File: src/rtl/fetch_unit.sv
// rtl/fetch_unit.sv - instruction fetch sequencer: fetch, latch/decode, issue, wait for core completion.
// Optional conditional/unconditional branch resolution in LATCH is enabled by `define FETCH_BRANCH_EN.
module fetch_unit #(
  parameter int ADDR_W = 8
) (
  input  logic              clk,
  input  logic              reset,
  input  logic              start,
  output logic [ADDR_W-1:0] mem_addr,
  input  logic [15:0]       mem_data,
  output logic [15:0]       d_instr,
  output logic              run,
  input  logic              done,
  input  logic [15:0]       d_out,
  output logic [ADDR_W-1:0] pc,
  output logic              busy,
  output logic              halted
);

  typedef enum logic [2:0] {
    S_IDLE,
    S_FETCH,
    S_LATCH,
    S_ISSUE,
    S_EXEC,
    S_HALT
  } state_t;

  state_t      state;
  logic [15:0] ir;

  assign mem_addr = pc;
  // The instruction register only changes in LATCH, so it already holds from ISSUE to the next LATCH.
  assign d_instr  = ir;

`ifdef FETCH_BRANCH_EN
  logic [15:0] last_result;
  logic        taken;

  always_comb begin
    taken = 1'b0;
    case (mem_data[3:2])
      2'b00:   taken = (last_result == 16'h0000);
      2'b01:   taken = (last_result != 16'h0000);
      2'b10:   taken = last_result[15];
      default: taken = 1'b1;
    endcase
  end
`else
  logic unused_d_out;
  assign unused_d_out = ^d_out;
`endif

  always_ff @(posedge clk) begin
    if (reset) begin
      state       <= S_IDLE;
      pc          <= '0;
      ir          <= '0;
      run         <= 1'b0;
      busy        <= 1'b0;
      halted      <= 1'b0;
`ifdef FETCH_BRANCH_EN
      last_result <= '0;
`endif
    end else begin
      run <= 1'b0;
      case (state)
        S_IDLE: begin
          if (start) begin
            state <= S_FETCH;
            busy  <= 1'b1;
          end
        end
        S_FETCH: begin
          state <= S_LATCH;
        end
        S_LATCH: begin
          ir <= mem_data;
          if (mem_data == 16'hFFFF) begin
            state  <= S_HALT;
            busy   <= 1'b0;
            halted <= 1'b1;
          end
`ifdef FETCH_BRANCH_EN
          else if (mem_data[1:0] == 2'b10) begin
            state <= S_FETCH;
            pc    <= taken ? mem_data[4+ADDR_W-1:4] : pc + 1'b1;
          end
`endif
          else begin
            state <= S_ISSUE;
            run   <= 1'b1;
          end
        end
        S_ISSUE: begin
          state <= S_EXEC;
        end
        S_EXEC: begin
          if (done) begin
`ifdef FETCH_BRANCH_EN
            last_result <= d_out;
`endif
            pc    <= pc + 1'b1;
            state <= S_FETCH;
          end
        end
        S_HALT: begin
          state <= S_HALT;
        end
        default: begin
          state  <= S_IDLE;
          busy   <= 1'b0;
          halted <= 1'b0;
        end
      endcase
    end
  end

endmodule

File: config.mk
export PLATFORM = sky130hd
export DESIGN_NAME = fetch_unit
export DESIGN_NICKNAME = d
export VERILOG_FILES = /design/src/rtl/fetch_unit.sv
export SDC_FILE = /design/constraint.sdc
export NUM_CORES = 1
export LEC_CHECK = 0
export ABC_AREA = 1
export CORE_MARGIN = 4
export CORE_UTILIZATION = 35
export DETAILED_ROUTE_END_ITERATION = 7
export PLACE_DENSITY = 0.73
export SLEW_MARGIN = 20
export SYNTH_ARGS = -nofsm -noshare
export SYNTH_HDL_FRONTEND = slang
export SYNTH_SLANG_ARGS = --single-unit
File: constraint.sdc
create_clock -name clk -period 2 [get_ports clk]
set_input_delay 0.2 -clock clk [delete_from_list [all_inputs] [get_ports clk]]
set_output_delay 0.2 -clock clk [all_outputs]
set_load 0.01 [all_outputs]
# [Word level (Yosys, flattened, before mapping)]
# Index checks and enable logic that the tools add are counted.
# W data, S select, Z words.
[classes] add_sub_neg=1 n_eq_ne=9 muxes=10 bitwise_logic=3 n_reduce_logical=8
[ops] cell="$pmux W3 S6" n=1
[ops] cell="$eq A16 B16 Y1 const B" n=1
[ops] cell="$mux W3" n=3
[ops] cell="$add A8 B1 Y8 const B" n=1
[ops] cell="$eq A3 B2 Y1 const B" n=2
[ops] cell="$eq A3 B3 Y1 const B" n=2
[ops] cell="$ne A2 B2 Y1 const B" n=3
[ops] cell="$reduce_and A2 Y1" n=3
[ops] cell="$reduce_or A5 Y1" n=1
[ops] cell="$mux W1" n=4
[ops] cell="$reduce_or A4 Y1" n=1
[ops] cell="$eq A3 B1 Y1 const B" n=1
[ops] cell="$logic_not A3 Y1" n=1
[ops] cell="$not A1 Y1" n=3
[ops] cell="$pmux W1 S3" n=1
[ops] cell="$reduce_and A3 Y1" n=1
[ops] cell="$pmux W1 S2" n=1
[ops] cell="$reduce_or A2 Y1" n=1
[totals] regBits=30 inputBits=36 out_inout_bits=35 word_cells=37

# [Depth between registers and ports, before layout]
[logic_depth] word_depth=4 depth_mapped=8 depth_no_buf=8

# [Least setup slack after synthesis]
# OpenSTA, ideal clock, no wires.
[synth_path] path_kind="register to register" startpoint="reg state[2]" endpoint="reg ir[10], in the netlist d_instr[10]" setup_ns=0.113 t_arrival_ns=1.132 t_required_ns=1.887 slack_ns=0.754 stages_incl_launch_ff=7 path_buffers=2 synth_period_minus_slack_ns=1.246 path_cell_list="dfxtp_1 > buf_2 > nor3_4 > inv_2 > buf_2 > nor2_1 > nor2_1"
[synth_via] elab_chain_len=1
[synth_rtl] item="start, declared" line="29" rtl="state_t state;"
[synth_rtl] item="start signal, assigned" line="56" rtl="state <= S_IDLE;"
[synth_rtl] item="start signal, assigned" line="70" rtl="state <= S_FETCH;"
[synth_rtl] item="start signal, assigned" line="75" rtl="state <= S_LATCH;"
[synth_rtl] item="$eq A3 B2 Y1" line="67" rtl="case (state)"
[synth_rtl] item="end signal, assigned" line="78" rtl="ir <= mem_data;"
[synth_rtl] item="end, declared" line="30" rtl="logic [15:0] ir;"
# No other way between the ends.
# A chain may end at the register's enable or synchronous reset.

# [Worst setup path in the final report]
[layout_path] startpoint="reg pc[0], in the netlist mem_addr[0]" endpoint="out mem_addr[0]"
[layout_rtl] item="start, declared" line="15" rtl="output logic [ADDR_W-1:0] pc,"
[layout_rtl] item="start signal, assigned" line="103" rtl="pc <= pc + 1'b1;"
[layout_rtl] item="end, declared" line="9" rtl="output logic [ADDR_W-1:0] mem_addr,"
# No word-level cell between the ends.

==> impl_metrics.json <==
{
  "grt.total_usage_pct": 13.1,
  "wl_met3_um": 294,
  "start_util_pct": 37.6,
  "die_x_um": 69.0,
  "tightest_slew_ns": 0.448,
  "drc_errors": 0,
  "met2WireLength_um": 1300,
  "final_nets": 264,
  "antenna_cells": 0,
  "p_per_area_nw_per_um2": 796,
  "instances_no_fill": 274,
  "antenna_found_initial": 0,
  "cts_buffer_depth": 2,
  "critPathMaxFanout": 5,
  "crit_chain": "clkdlybuf4s50_1",
  "wirelength_um": 3010,
  "final_common_cell": "clkdlybuf4s50_1",
  "postCtsSetupBuffers": 0,
  "path_clk_slew_ns": 0.06,
  "cts_root_buf": "clkbuf_8",
  "drtIter0Drc": 46,
  "grt_pass1_wl_um": 5030,
  "core_area_um2": 3470,
  "synth_cells": 177,
  "ff2ff_setup_slack_ns": 0.57,
  "std_cell_rows": 21,
  "slowest_stage": "clkdlybuf4s50_1",
  "fin_crit_sh_pct": 73.0,
  "synth.distinct_cells": 24,
  "hold_viol": 0,
  "numCtsBuffers": 5,
  "layout-drive-gt1-share_pct": 7.89,
  "maxSlewHeadroom_pct": 70.0,
  "postSynthAreaPerCell_um2": 7.36,
  "ys.flop_type": "dfxtp_1",
  "overflow": 0,
  "wl_per_cell_um": 11.0,
  "synth-edff-count": 0,
  "rsz0062_at_grt": "false",
  "drt_first_pass_iters": 4,
  "grt_max_degree": 17,
  "die_h_um": 69.0,
  "skew_ns": 0.00725,
  "synth.top_cell.area_share_pct": 46.1,
  "routed.top_layer": "met4",
  "setup_tns_ns": 0,
  "synth_area_leaders": "dfxtp_1, nor2_1, nand2_1",
  "clk_latency_ns": 0.28,
  "async_flop_share_pct": 0,
  "cts_hold_buf": 0,
  "syn_area_um2": 1300,
  "routed_via_density": 4.52,
  "final_max_slew_viol_count": 0,
  "mostFrequentLayoutCells": "clkdlybuf4s50_1, nor2_1, dfxtp_1",
  "fmax_mhz": 685,
  "ir_drop_mv": 0.455,
  "cts.repair.resized": 0,
  "dp_hpwl_um": 2210,
  "wl_met1_um": 1370,
  "clkSinkCount": 30,
  "hold_path.class": "reg2reg",
  "cts_tree": "built",
  "status": "complete, no violations",
  "ys_ff_latch": 30,
  "crit_buf_inv": 1,
  "drtAntennaViolNets": 0,
  "htreeDepth": 2,
  "start_kind": "flop",
  "ios": 71,
  "first_global_vias": 1144,
  "min_period_ns": 1.46,
  "yosysWarnings": 0,
  "crit_type": "reg2out",
  "gp_congestion": 0.808,
  "place_inst": 266,
  "leakagePower_nw": 0.782,
  "dieArea_um2": 4760,
  "route.vias.total": 1239,
  "area_growth_pct": 49.3,
  "worst_ep_arrival_time_ns": 1.26,
  "ys_seq_area_share_pct": 46.1,
  "synth_top_area_cell": "dfxtp_1",
  "setup_viol": 0,
  "synth_fp_nets": 214,
  "io_buffers": 54,
  "worst_setup_path_end_kind": "output port",
  "required_ns": 1.80,
  "slowest_delay_ns": 0.57,
  "timing.max_cap.violations": 0,
  "critPathTopFamily": "buffers and inverters"
}
-- routing by layer --
metal  vias up  track usage [%]
met2        51             20.0
met5         -                0
met4         0             7.16
met1       521             15.2
li1        660                -
met3         7             5.67
-- cells by family (layout without fill, tap and decap cells) --
logic type / after synthesis / in the layout / share of synthesized area (%)
fa+ha+maj: 1 / 1 / 0.960
compound gates: 31 / 31 / 12.1
xor+xnor: 1 / 1 / 0.673
flops: 30 / 30 / 46.1
simple gates: 86 / 86 / 29.3
buf+inv: 28 / 79 / 10.9
-- synthesized netlist by cell type (2+ instances only) --
| cell type | n |
|---|---|
| nor2_1 | 46 |
| dfxtp_1 | 30 |
| nand2_1 | 23 |
| o21ai_1 | 13 |
| inv_1 | 12 |
| buf_4 | 9 |
| o21ai_0 | 9 |
| a21oi_1 | 8 |
| nand3_1 | 6 |
| clkbuf_1 | 3 |
| nand4_1 | 3 |
| buf_2 | 2 |
| inv_2 | 2 |
-- metrics by stage --
stage               area (µm²)  worst slack (ns)  hold slack, ns  power (W)  utilization (%)
detailed placement        1830             0.469           0.466   0.000986             52.9
CTS                       1940             0.513           0.476    0.00157             56.1
global placement          1830             0.457           0.460   0.000983             52.9
global route              1940             0.402           0.507    0.00162             56.1
floorplan                 1300             0.754           0.335   0.000829                -
finish                    1940             0.540           0.468    0.00155             56.1
-- layout make-up --
class / count / area, µm²
inverter: 14 / 52.6
multi-input combinational: 119 / 561
tap: 46 / 57.6
clock buffer: 8 / 110
sequential: 30 / 601
timing repair buffer: 57 / 563
fill: 323 / 1520
-- worst paths after layout --
kind | start | to | depth (start not counted)
max | mem_addr[0]$_SDFFE_PP0P_ | mem_addr[0] | 1
min | halted$_SDFFE_PP0P_ | halted$_SDFFE_PP0P_ | 2
min reg2reg | halted$_SDFFE_PP0P_ | halted$_SDFFE_PP0P_ | 2
max reg2reg | state[1]$_SDFFE_PP0P_ | busy$_SDFFE_PP0P_ | 5
-- where the power goes --
group	total, W	internal, W	switching [W]
registers	0.000683	0.000649	0.0000339
clock network	0.000577	0.000347	0.000230
logic	0.000287	0.000153	0.000134
-- state kept, by name, summed over array words and instances (netlist names) --
| signal | cells |
|---|---|
| mem_addr | 8 |
| halted | 1 |
| busy | 1 |
| run | 1 |
| state | 3 |
| d_instr | 16 |
(Power assumes the default switching activity.)
